$ cat config.mk
export PLATFORM = sky130hd
export DESIGN_NAME = reindeer_trap_sequencer
export DESIGN_NICKNAME = d
export VERILOG_FILES = /design/src/rtl/reindeer_trap_sequencer_pkg.sv /design/src/rtl/reindeer_trap_priority.sv /design/src/rtl/reindeer_trap_sequencer.sv
export SDC_FILE = /design/constraint.sdc
export NUM_CORES = 1
export LEC_CHECK = 0
export ABC_AREA = 0
export BUFFER_PORTS_ARGS = -buffer_cell sky130_fd_sc_hd__buf_2
export CAP_MARGIN = 25
export CELL_PAD_IN_SITES_DETAIL_PLACEMENT = 1
export CELL_PAD_IN_SITES_GLOBAL_PLACEMENT = 1
export CORE_ASPECT_RATIO = 1.1
export CORE_UTILIZATION = 32
export DETAILED_ROUTE_END_ITERATION = 7
export PLACE_DENSITY_LB_ADDON = 0.1
export SLEW_MARGIN = 40
export SYNTH_ARGS = -nofsm -noshare
export SYNTH_HDL_FRONTEND = slang
export SYNTH_SLANG_ARGS = --single-unit
export TNS_END_PERCENT = 20
$ cat constraint.sdc
create_clock -name clk -period 2.6 [get_ports clk]
set_input_delay 0.52 -clock clk [delete_from_list [all_inputs] [get_ports clk]]
set_output_delay 0.52 -clock clk [all_outputs]
set_load 0.02 [all_outputs]
$ cat src/rtl/reindeer_trap_sequencer_pkg.sv
// rtl/reindeer_trap_sequencer_pkg.sv - shared widths, FSM states and cause codes for the trap sequencer
package reindeer_trap_sequencer_pkg;

   localparam int XLEN                = 32;
   localparam int PC_BITWIDTH         = 32;
   localparam int EXCEPTION_CODE_BITS = 4;

   localparam logic [EXCEPTION_CODE_BITS-1:0] INTERRUPT_MACHINE_TIMER    = 4'd7;
   localparam logic [EXCEPTION_CODE_BITS-1:0] INTERRUPT_MACHINE_EXTERNAL = 4'd11;

   localparam logic [1:0] MTVEC_MODE_DIRECT   = 2'd0;
   localparam logic [1:0] MTVEC_MODE_VECTORED = 2'd1;

   typedef enum logic [1:0] {
      ST_IDLE     = 2'd0,
      ST_ENTER    = 2'd1,
      ST_MRET     = 2'd2,
      ST_REDIRECT = 2'd3
   } trap_state_t;

   typedef enum logic [2:0] {
      SEL_NONE = 3'd0,
      SEL_EXC  = 3'd1,
      SEL_MRET = 3'd2,
      SEL_EXT  = 3'd3,
      SEL_TMR  = 3'd4
   } req_sel_t;

endpackage

$ cat src/rtl/reindeer_trap_priority.sv
// rtl/reindeer_trap_priority.sv - fixed-priority selection of the winning trap/mret request
module reindeer_trap_priority
   import reindeer_trap_sequencer_pkg::*;
(
   input  logic                           exc_req,
   input  logic [EXCEPTION_CODE_BITS-1:0] exc_code,
   input  logic [PC_BITWIDTH-1:0]         exe_PC,
   input  logic [XLEN-1:0]                exc_addr,
   input  logic                           mret_req,
   input  logic [PC_BITWIDTH-1:0]         next_PC,
   input  logic                           mem_busy,
   input  logic                           in_trap,
   input  logic                           mie,
   input  logic                           mtie,
   input  logic                           meie,
   input  logic                           mtip,
   input  logic                           meip,
   output req_sel_t                       sel,
   output logic [EXCEPTION_CODE_BITS-1:0] sel_code,
   output logic [PC_BITWIDTH-1:0]         sel_pc,
   output logic [XLEN-1:0]                sel_addr,
   output logic                           sel_is_int
);

   logic ext_ok;
   logic tmr_ok;

   // Interrupts are masked while a handler runs or a memory access is in flight
   assign ext_ok = mie & meie & meip & ~in_trap & ~mem_busy;
   assign tmr_ok = mie & mtie & mtip & ~in_trap & ~mem_busy;

   // Exception beats mret beats external beats timer
   always_comb begin
      sel        = SEL_NONE;
      sel_code   = '0;
      sel_pc     = '0;
      sel_addr   = '0;
      sel_is_int = 1'b0;
      if (exc_req) begin
         sel      = SEL_EXC;
         sel_code = exc_code;
         sel_pc   = exe_PC;
         sel_addr = exc_addr;
      end else if (mret_req) begin
         sel = SEL_MRET;
      end else if (ext_ok) begin
         sel        = SEL_EXT;
         sel_code   = INTERRUPT_MACHINE_EXTERNAL;
         sel_pc     = next_PC;
         sel_is_int = 1'b1;
      end else if (tmr_ok) begin
         sel        = SEL_TMR;
         sel_code   = INTERRUPT_MACHINE_TIMER;
         sel_pc     = next_PC;
         sel_is_int = 1'b1;
      end
   end

endmodule

$ cat src/rtl/reindeer_trap_sequencer.sv
// rtl/reindeer_trap_sequencer.sv - trap entry / mret sequencer; TRAP_VECTORED_MODE_EN enables vectored interrupts
module reindeer_trap_sequencer
   import reindeer_trap_sequencer_pkg::*;
(
   input  logic                           clk,
   input  logic                           reset_n,
   input  logic                           sync_reset,
   input  logic [PC_BITWIDTH-1:0]         exe_PC,
   input  logic [PC_BITWIDTH-1:0]         next_PC,
   input  logic                           exc_req,
   input  logic [EXCEPTION_CODE_BITS-1:0] exc_code,
   input  logic [XLEN-1:0]                exc_addr,
   input  logic                           mret_req,
   input  logic                           mem_busy,
   input  logic                           mie,
   input  logic                           mtie,
   input  logic                           meie,
   input  logic                           mtip,
   input  logic                           meip,
   input  logic [XLEN-1:0]                mtvec,
   input  logic [XLEN-1:0]                mepc,
   output logic                           activate_exception,
   output logic                           is_interrupt,
   output logic [EXCEPTION_CODE_BITS-1:0] exception_code,
   output logic [PC_BITWIDTH-1:0]         exception_PC,
   output logic [XLEN-1:0]                exception_addr,
   output logic                           csr_mret_active,
   output logic                           pc_redirect,
   output logic [PC_BITWIDTH-1:0]         redirect_PC,
   output logic                           pipeline_stall,
   output logic                           in_trap
);

   trap_state_t                    state_q;
   trap_state_t                    state_d;
   req_sel_t                       sel;
   logic [EXCEPTION_CODE_BITS-1:0] sel_code;
   logic [PC_BITWIDTH-1:0]         sel_pc;
   logic [XLEN-1:0]                sel_addr;
   logic                           sel_is_int;
   logic [PC_BITWIDTH-1:0]         vec_base;
   logic [PC_BITWIDTH-1:0]         target;

   reindeer_trap_priority u_priority (
      .exc_req    (exc_req),
      .exc_code   (exc_code),
      .exe_PC     (exe_PC),
      .exc_addr   (exc_addr),
      .mret_req   (mret_req),
      .next_PC    (next_PC),
      .mem_busy   (mem_busy),
      .in_trap    (in_trap),
      .mie        (mie),
      .mtie       (mtie),
      .meie       (meie),
      .mtip       (mtip),
      .meip       (meip),
      .sel        (sel),
      .sel_code   (sel_code),
      .sel_pc     (sel_pc),
      .sel_addr   (sel_addr),
      .sel_is_int (sel_is_int)
   );

   assign vec_base = {mtvec[XLEN-1:2], 2'b00};

   // Redirect target, evaluated in ENTER/MRET and registered into REDIRECT
`ifdef TRAP_VECTORED_MODE_EN
   always_comb begin
      target = vec_base;
      if (state_q == ST_MRET) begin
         target = mepc;
      end else if (is_interrupt && (mtvec[1:0] == MTVEC_MODE_VECTORED)) begin
         target = vec_base + {26'd0, exception_code, 2'b00};
      end
   end
`else
   logic unused_mtvec_mode;
   assign unused_mtvec_mode = ^mtvec[1:0];

   always_comb begin
      target = vec_base;
      if (state_q == ST_MRET) begin
         target = mepc;
      end
   end
`endif

   // FSM state register
   always_ff @(posedge clk or negedge reset_n) begin
      if (!reset_n) begin
         state_q <= ST_IDLE;
      end else if (sync_reset) begin
         state_q <= ST_IDLE;
      end else begin
         state_q <= state_d;
      end
   end

   // Next state: requests only considered in IDLE, every sequence ends in one redirect
   always_comb begin
      state_d = state_q;
      case (state_q)
         ST_IDLE: begin
            case (sel)
               SEL_EXC, SEL_EXT, SEL_TMR: state_d = ST_ENTER;
               SEL_MRET:                  state_d = ST_MRET;
               default:                   state_d = ST_IDLE;
            endcase
         end
         ST_ENTER:    state_d = ST_REDIRECT;
         ST_MRET:     state_d = ST_REDIRECT;
         ST_REDIRECT: state_d = ST_IDLE;
         default:     state_d = ST_IDLE;
      endcase
   end

   // Registered strobes, latched cause data, redirect target and handler flag
   always_ff @(posedge clk or negedge reset_n) begin
      if (!reset_n) begin
         activate_exception <= 1'b0;
         is_interrupt       <= 1'b0;
         exception_code     <= '0;
         exception_PC       <= '0;
         exception_addr     <= '0;
         csr_mret_active    <= 1'b0;
         pc_redirect        <= 1'b0;
         redirect_PC        <= '0;
         pipeline_stall     <= 1'b0;
         in_trap            <= 1'b0;
      end else if (sync_reset) begin
         activate_exception <= 1'b0;
         is_interrupt       <= 1'b0;
         exception_code     <= '0;
         exception_PC       <= '0;
         exception_addr     <= '0;
         csr_mret_active    <= 1'b0;
         pc_redirect        <= 1'b0;
         redirect_PC        <= '0;
         pipeline_stall     <= 1'b0;
         in_trap            <= 1'b0;
      end else begin
         activate_exception <= (state_d == ST_ENTER);
         csr_mret_active    <= (state_d == ST_MRET);
         pc_redirect        <= (state_d == ST_REDIRECT);
         pipeline_stall     <= (state_d != ST_IDLE);
         if ((state_q == ST_IDLE) && (state_d == ST_ENTER)) begin
            is_interrupt   <= sel_is_int;
            exception_code <= sel_code;
            exception_PC   <= sel_pc;
            exception_addr <= sel_addr;
         end
         if (state_d == ST_REDIRECT) begin
            redirect_PC <= target;
         end
         if ((state_q == ST_ENTER) && is_interrupt) begin
            in_trap <= 1'b1;
         end else if (state_q == ST_MRET) begin
            in_trap <= 1'b0;
         end
      end
   end

endmodule

==> results of run 1 <==
-- layout by cell type (no fill, tap or decap), drive strengths merged, types with 3 or more instances in the layout --
| master | n |
|---|---|
| nor2 | 70 |
| a21oi | 5 |
| clkbuf | 10 |
| o21ai | 33 |
| inv | 8 |
| dfrtp | 108 |
| nand2 | 38 |
| a221oi | 32 |
| buf | 294 |
| nand2b | 3 |
| a22o | 33 |
| mux2i | 30 |
| nor3 | 4 |
| ha | 3 |
| clkinv | 4 |
-- power by group through the flow --
| stage | Clock, mW | Combinational, mW | Sequential [mW] |
|---|---|---|---|
| 6_report | 1.27 | 1.00 | 1.92 |
| 4_1_cts | 1.32 | 1.02 | 1.92 |
| 2_1_floorplan | 0 | 0.362 | 2.14 |
| 3_3_place_gp | 0 | 0.998 | 1.94 |
| 3_5_place_dp | 0 | 1.02 | 1.95 |
| 5_1_grt | 1.38 | 1.10 | 1.94 |
-- cell families (layout without fill, tap and decap cells) --
kind of cell    after synthesis  after routing  share of synthesized area (%)
simple gates                119            119                          10.37
compound gates              115            115                          21.14
flops                       108            108                          57.43
buf+inv                      38            317                          3.882
mux                          30             30                          6.381
fa+ha+maj                     3              3                         0.7977
other cells                   0              2                              0
-- worst min path at each step --
stage                    startpoint                  to  slack [ns]  depth (start not counted)
detailed placement  redirect_PC[19]     redirect_PC[19]        0.47                          2
finish                      reset_n    exception_PC[18]        0.18                          1
floorplan                   reset_n  activate_exception        0.22                          0
global placement     redirect_PC[5]      redirect_PC[5]        0.46                          2
CTS                         reset_n    exception_PC[18]        0.21                          1
global route                reset_n    exception_PC[18]        0.23                          1
-- routing by layer --
layer  up-vias  share of wire (%)  GRT usage [%]
li1       2037                  -              -
met1      2074                 40          22.68
met2       166                 51          34.08
met3        16                7.1          5.282
met4         0                1.5          7.541
met5         -                  0              0
-- critical path: stages (launching register included) --
cell and delay (ns):
dfrtp_1 0.39, inv_1 0.09, ha_1 0.28, inv_1 0.19, o31a_2 0.41, buf_4 0.24, a221oi_1 0.27, nor2_1 0.07
-- flip-flops by register name, summed over array words and instances, names as in the netlist --
name	count
activate_exception	1
csr_mret_active	1
exception_PC	32
exception_addr	32
exception_code	4
in_trap	1
is_interrupt	1
pc_redirect	1
pipeline_stall	1
redirect_PC	32
state_q	2
-- through the flow --
step	setup WS [ns]	cell area [um2]	cells
2_1_floorplan	0.5383	4706	413
3_3_place_gp	0.4063	6372	868
3_5_place_dp	0.3696	6372	868
4_1_cts	0.5106	6641	884
5_1_grt	0.3952	6644	885
6_report	0.5269	6646	886
-- cell type report --
class | count | share of cell area [%]
clock buffer | 10 | 3.445
multi-input combinational | 267 | 27.67
timing repair buffer | 294 | 23.53
antenna | 2 | 0.07530
inverter | 7 | 0.3953
tap | 192 | 3.614
sequential | 108 | 40.66
clock inverter | 6 | 0.6024
==> out/metrics.yaml, run 1 <==
post_cts_resized: 0
power.switching_mw: 1.315
synthTopCellsByArea: "dfrtp_1 (57%), a221oi_2 (6.4%), mux2i_1 (6.4%), a22o_1 (6.1%), nor2_1 (5.6%)"
comb_power_share_pct: 23.9
h-tree-depth: 3
ir_drop_v: 0.0002791
antenna_found_initial: 1
yosys.area.top_type: "dfrtp_1"
cts_buffers: 9
holdWs_ns: 0.1817
cts.clk_slew.worst_paths_ns: 0.07
rows: 46
syn_to_final_growth_pct: 41.24
finalPower_mw: 4.190
post-route-util_pct: 46.19
clockPowerShare_pct: 30.4
crit_path_end_kind: "flip-flop"
min_period_ns: 2.073
drive_gt1_share_pct: 48.55
seqCellArea_um2: 2703
critPathLaunch: "state_q[0]"
synth.most_common_cell: "dfrtp_1"
fin_nets: 865
pwr_density_cell_nw_per_um2: 630.4
critPathRequiredTime_ns: 2.83
reg2reg_from: "state_q[0]"
max_freq_mhz: 482.4
synth_edf_count: 0
finalClockSkew_ns: 0.008180
cts_tree: "yes"
maxCapViolCount: 0
swShare_pct: 31.38
drc_errors: 0
hp-class: "in2async"
core-area_um2: 14390
dr.pass1.iters: 4
tns_ns: 0
syn_area_um2: 4706
die_w_um: 117.6
root_buffer: "clkbuf_16"
grt_first_pass_wirelength_mm: 23.12
worstMarginPinSlew_ns: 0.6601
gr-total-overflow: 0
internal-power_mw: 2.875
reg2reg_to: "exception_PC[6]"
hold_buffers: 0
start_util_pct: 32.70
dieArea_um2: 15190
cts_setup_buffers: 0
finalSetupViolations: 0
ys.flop_type: "dfrtp_1"
path_max_fanout: 21
wl_mm: 14.57
synth-seq-area-share_pct: 57.43
synthArstFlopShare_pct: 100.0
gp_congestion: 0.7843
antenna_left: 0
synth_top_area_share_pct: 57.43
final-max-slew-violation-count: 0
grt_max_degree: 50
yosysUniqueCellTypes: 30
cts_sinks: 108
track_usage_pct: 19.41
io_pins: 281
outcome: "finished, final reports clean"
p_seq_share_pct: 45.7
synth-seq-cells: 108
rsz0062_at_grt: "no"
synth.top_cells.by_count: "dfrtp_1 (108), nor2_1 (70), nand2_1 (38)"
drt-vias-per-instance: 4.845
dr_total_vias: 4293
power.leakage_nw: 3.519
startpoint_type: "flip-flop"
syn_inst: 413
synth_nets: 591
crit_arrival_ns: 2.30
clock_latency_ns: 0.35
clockBufferDepth: 2
r2r_cells: 7
post_drt_wl_per_cell_um: 16.44
multi_input_area_um2: 1839
port_buffers: 278
reg2reg_setup_slack_ns: 0.53
drtIter0Drc: 151
fill_cells: 1721
grt_pass1_vias: 4487
hold_violations: 0
endpoint: "exception_PC[6]"
min_period_over_period_pct: 79.74
hpwlAfterDp_mm: 11.18
ys.warnings.count: 0
die_h_um: 129.2
avgSynthCellArea_um2: 11.39
slew_headroom_pct: 56.00
critPathKind: "reg2reg"
No activity file was read; power rests on OpenSTA's default activity.
==> run 2: changes to the inputs <==
- CORE_UTILIZATION: 32 -> 29
- clock period: 2.6 -> 1.7 ns (I/O delays scaled with it)
==> out/metrics.yaml, run 2 (synthesized netlist as in run 1, its figures left out) <==
startpoint_type: "flip-flop"
grt_pass1_vias: 4571
stdcell_count: 918
hold_violations: 0
crit_arrival_ns: 2.12
cts_tree: "yes"
cp_top_family: "simple AND/OR/NAND/NOR gates"
root_buffer: "clkbuf_16"
drc_errors: 0
track_usage_pct: 18.16
core-area_um2: 15800
antenna_left: 0
slowest_stage: "or4b_4"
top_regs: "exception_PC: 32 flops, exception_addr: 32 flops, redirect_PC: 32 flops"
final-max-slew-violation-count: 0
grt_max_degree: 61
finalSetupViolations: 71
dr.pass1.iters: 5
grt_first_pass_wirelength_mm: 23.32
port_buffers: 278
dp_cells: 894
violations: "setup timing"
gp_congestion: 0.7455
tns_ns: -10.66
gr-total-overflow: 0
rows: 48
min_period_over_period_pct: 111.4
critPathKind: "reg2reg"
ir_drop_v: 0.0004580
hp-class: "in2reg"
outcome: "finished with violations"
dr_total_vias: 4436
max_freq_mhz: 528.1
hpwlAfterDp_mm: 11.51
die_w_um: 123.5
io_pins: 281
finalClockSkew_ns: 0.007862
final_common_cell: "buf_2"
layout_common_cells: "buf_2 (277), dfrtp_1 (107), nor2_1 (68)"
slew_headroom_pct: 73.83
rsz0062_at_grt: "yes"
finalWorstSetupSlack_ns: -0.1934
crit_path_end_kind: "flip-flop"
path_max_fanout: 8
fin_nets: 889
min_period_ns: 1.893
syn_to_final_growth_pct: 52.17
start_util_pct: 29.79
die_h_um: 135.6
critPathRequiredTime_ns: 1.92
drtIter0Drc: 104
cts.clk_slew.worst_paths_ns: 0.08
dieArea_um2: 16740
drive_gt1_share_pct: 52.51
cts_sinks: 108
worstMarginPinSlew_ns: 0.3925
wl_mm: 15.71
pwr_density_cell_nw_per_um2: 953.6
clockBufferDepth: 2
cts_buffers: 9
antenna_found_initial: 2
power.leakage_nw: 3.749
max_stage_delay_ns: 0.55
clock_latency_ns: 0.34
maxCapViolCount: 0
path_buf_inv: 1
crit_chain: "or4b_4 -> o31a_4 -> buf_6 -> a221oi_1 -> nor2_1"
post_drt_wl_per_cell_um: 17.12
h-tree-depth: 3
finalPower_mw: 6.828
drt-vias-per-instance: 4.832
[run 2: changes by cell type in the layout (fill, tap and decap cells not counted), sizes merged]
cell	delta
buf	+20
dlygate4sd3	+1
inv	+2
clkinv	-3
bufinv	+1
clkbuf	+3
[run 2: repair_timing]
item | 4_1_cts | 5_1_grt
cloned | 0 | 4
resized for setup | 11 | 15
endpoints found under the setup margin | 72 | 102
hold buffers | 1 | 0
buffers inserted | 0 | 1
endpoints found under the hold margin | 38 | 0
pin swaps | 3 | 9
[run 2: layer usage]
| layer | global-route usage (%) | vias up | part of all wire (%) |
|---|---|---|---|
| met5 | 0 | - | 0.057 |
| li1 | - | 2090 | - |
| met1 | 21.32 | 2160 | 40 |
| met3 | 4.209 | 22 | 6.8 |
| met2 | 31.81 | 162 | 51 |
| met4 | 6.894 | 2 | 2.0 |
[run 2: final timing paths]
check                                start                  to  slack (ns)  cells after the start
max                                in_trap     exception_PC[4]       -0.19                      5
min                           exc_addr[15]  exception_addr[15]        0.21                      2
max reg2reg                        in_trap     exception_PC[4]       -0.19                      5
min reg2reg                redirect_PC[12]     redirect_PC[12]        0.48                      2
max in group asynchronous          reset_n             in_trap        0.83                      3
min in group asynchronous          reset_n    exception_PC[18]        0.54                      3
[run 2: cell type report]
class                      instances  area (um2)
antenna                            2       5.005
clock buffer                      10       239.0
clock inverter                     6       68.82
fill                            1825        8635
inverter                           7       26.28
multi-input combinational        267        1962
sequential                       108        2704
tap                              200       250.2
timing repair buffer             318        1906
[run 2: power breakdown]
| group | internal [mW] | leakage (nW) | switching [mW] |
|---|---|---|---|
| sequential | 2.81 | 1.43 | 0.121 |
| clock | 1.20 | 0.150 | 0.984 |
| combinational | 0.720 | 2.16 | 1.00 |
[run 2: stage by stage]
step / setup WS (ns) / instance area [um2] / hold WS (ns) / util (%)
2_1_floorplan: -0.3102 / 4707 / 0.04441 / -
3_3_place_gp: -0.3091 / 6606 / 0.3651 / 41.83
3_5_place_dp: -0.3914 / 6606 / 0.3664 / 41.83
4_1_cts: -0.2095 / 6978 / 0.1906 / 44.18
5_1_grt: -0.2604 / 7156 / 0.2008 / 45.30
6_report: -0.1934 / 7161 / 0.2062 / 45.33
[run 2: worst register-to-register path, cell delays in order, from the launching register on]
cell,delay [ns]
dfrtp_2,0.41
or4b_4,0.55
o31a_4,0.37
buf_6,0.18
a221oi_1,0.21
nor2_1,0.06
==> run 3: changes to the inputs <==
- ABC_AREA: 0 -> 1
- CORE_UTILIZATION: 29 -> 28
==> out/metrics.yaml, run 3 <==
min_period_over_period_pct: 95.20
place_ws_ns: -0.06968
path_max_fanout: 17
finalSetupViolations: 0
syn_to_final_growth_pct: 41.31
layout_common_cells: "buf_2 (277), nand2_1 (217), nand3_1 (139)"
seqCellArea_um2: 2703
grt_first_pass_wirelength_mm: 27.23
synthArstFlopShare_pct: 100.0
slew_headroom_pct: 59.02
avgSynthCellArea_um2: 8.482
multi_input_area_um2: 2151
fin_nets: 1045
drive_gt1_share_pct: 37.73
slowest_stage: "dfrtp_1"
clock_latency_ns: 0.35
port_buffers: 278
synth_nets: 780
track_usage_pct: 18.83
dieArea_um2: 18780
ys.flop_type: "dfrtp_1"
pwr_density_cell_nw_per_um2: 927.9
synth-seq-area-share_pct: 52.93
maxCapViolCount: 0
final-max-slew-violation-count: 0
min_path_cells: 3
wl_mm: 18.02
synth_top_area_share_pct: 52.93
hold_violations: 0
gr-total-overflow: 0
min_period_ns: 1.618
start_util_pct: 28.68
grt_max_degree: 61
rows: 51
finalWorstSetupSlack_ns: 0.08165
dr.pass1.iters: 4
io_pins: 281
startpoint_type: "flip-flop"
synth_edf_count: 0
dp_cells: 1092
core-area_um2: 17800
syn_inst: 602
die_w_um: 130.8
finalClockSkew_ns: 0.008514
r2r_cells: 8
cts.clk_slew.worst_paths_ns: 0.08
post-route-util_pct: 40.53
outcome: "finished, final reports clean"
drtIter0Drc: 141
ys.warnings.count: 0
root_buffer: "clkbuf_16"
critPathKind: "reg2reg"
cts_tree: "yes"
antenna_left: 0
die_h_um: 143.6
crit_path_end_kind: "flip-flop"
critPathRequiredTime_ns: 1.98
synth.top_cells.by_count: "nand2_1 (217), nand3_1 (139), dfrtp_1 (108)"
cts_sinks: 108
finalPower_mw: 6.695
dr_total_vias: 5172
final_common_cell: "buf_2"
max_freq_mhz: 617.9
power.leakage_nw: 4.160
worstMarginPinSlew_ns: 0.6138
syn_area_um2: 5106
grt_pass1_vias: 5533
hp-class: "in2reg"
post_drt_wl_per_cell_um: 16.18
drc_errors: 0
crit_chain: "inv_1 -> ha_1 -> inv_2 -> a21oi_2 -> nand2_4 -> nand2_4 -> nand2_1 -> nand2_1"
synth-seq-cells: 108
ir_drop_v: 0.0004318
antenna_found_initial: 5
yosysUniqueCellTypes: 23
synth.most_common_cell: "nand2_1"
top_regs: "exception_PC: 32 flops, exception_addr: 32 flops, redirect_PC: 32 flops"
hpwlAfterDp_mm: 13.08
max_stage_delay_ns: 0.39
holdWs_ns: 0.1871
clockBufferDepth: 2
yosys.area.top_type: "dfrtp_1"
crit_arrival_ns: 1.90
cts_buffers: 9
fill_cells: 2244
drt-vias-per-instance: 4.643
synthTopCellsByArea: "dfrtp_1 (53%), nand2_1 (16%), nand3_1 (14%), mux2i_1 (5.9%), o21ai_0 (2.9%)"
h-tree-depth: 3
stdcell_count: 1114
gp_congestion: 0.7548
run 3: changes by cell type after synthesis, moves of 4 or more:
cell,delta
nand2_1,+179
nor2_1,-66
buf_4,+4
nand3_1,+139
a221oi_2,-20
buf_2,+20
clkbuf_1,-7
nor3_1,-4
inv_2,+5
a221oi_1,-12
a22o_1,-33
run 3: cell type report:
| cell class | instances | share of cell area [%] |
|---|---|---|
| clock buffers | 9 | 3.121 |
| flip-flops and latches | 108 | 37.45 |
| repair buffers | 297 | 22.94 |
| inverters | 13 | 0.6936 |
| diodes | 4 | 0.1387 |
| well taps | 238 | 4.127 |
| multi-input cells | 438 | 29.81 |
| clock inverters | 7 | 1.717 |
run 3: cells by family (layout without fill, tap and decap cells):
kind of cell               count (synthesis)  count (layout)  share of synthesized area (%)
and+or+nand+nor                          369             370                          31.27
muxes                                     30              30                          5.881
other                                      0               4                              0
DFF                                      108             108                          52.93
buffers and inverters                     57             326                          5.611
AOI/OAI and AO/OA                         35              35                          3.577
adders and majority gates                  3               3                         0.7352
run 3: stage by stage:
| stage | TNS, ns | cell area, um2 |
|---|---|---|
| after floorplan | 0 | 5106 |
| after global placement | 0 | 6812 |
| after detailed placement | -1.446 | 6812 |
| after CTS | 0 | 7179 |
| after global routing | -0.3997 | 7216 |
| final | 0 | 7216 |
run 3: where the power goes:
part | total (mW) | leakage, nW | internal (mW) | switching, mW
clock | 2.46 | 0.160 | 1.45 | 1.00
combinational | 1.39 | 2.53 | 0.513 | 0.881
sequential | 2.85 | 1.47 | 2.75 | 0.0966
run 3: repair_timing:
action / CTS / global route
resized for setup: 1 / 4
setup buffers: 0 / 0
hold buffers: 1 / 0
cloned: 0 / 1
endpoints found under the hold margin: 25 / 0
pin swaps: 0 / 2
endpoints found under the setup margin: 35 / 71
run 3: layer usage:
layer / vias up / GRT usage (%) / wire [um]
li1: 2515 / - / -
met1: 2475 / 21.74 / 7482
met2: 165 / 33.28 / 9102
met3: 17 / 4.877 / 1171
met4: 0 / 6.715 / 263
met5: - / 0 / 0
run 3: final timing paths:
| kind | startpoint | endpoint | slack (ns) |
|---|---|---|---|
| max in group asynchronous | reset_n | exception_addr[8] | 0.60 |
| min in group asynchronous | reset_n | exception_PC[7] | 0.47 |
| setup / recovery | state_q[1] | exception_PC[3] | 0.08 |
| hold / removal | exc_addr[14] | exception_addr[14] | 0.19 |
| hold reg to reg | exception_addr[14] | exception_addr[14] | 0.50 |
| setup reg to reg | state_q[1] | exception_PC[3] | 0.08 |
run 3: worst max-delay path: cells and delay by family, from the launching register on:
kind	cells	cell delay [ns]
and+or+nand+nor	4	0.58
adders and majority gates	1	0.23
buffers and inverters	2	0.17
DFF	1	0.39
AOI/OAI and AO/OA	1	0.18
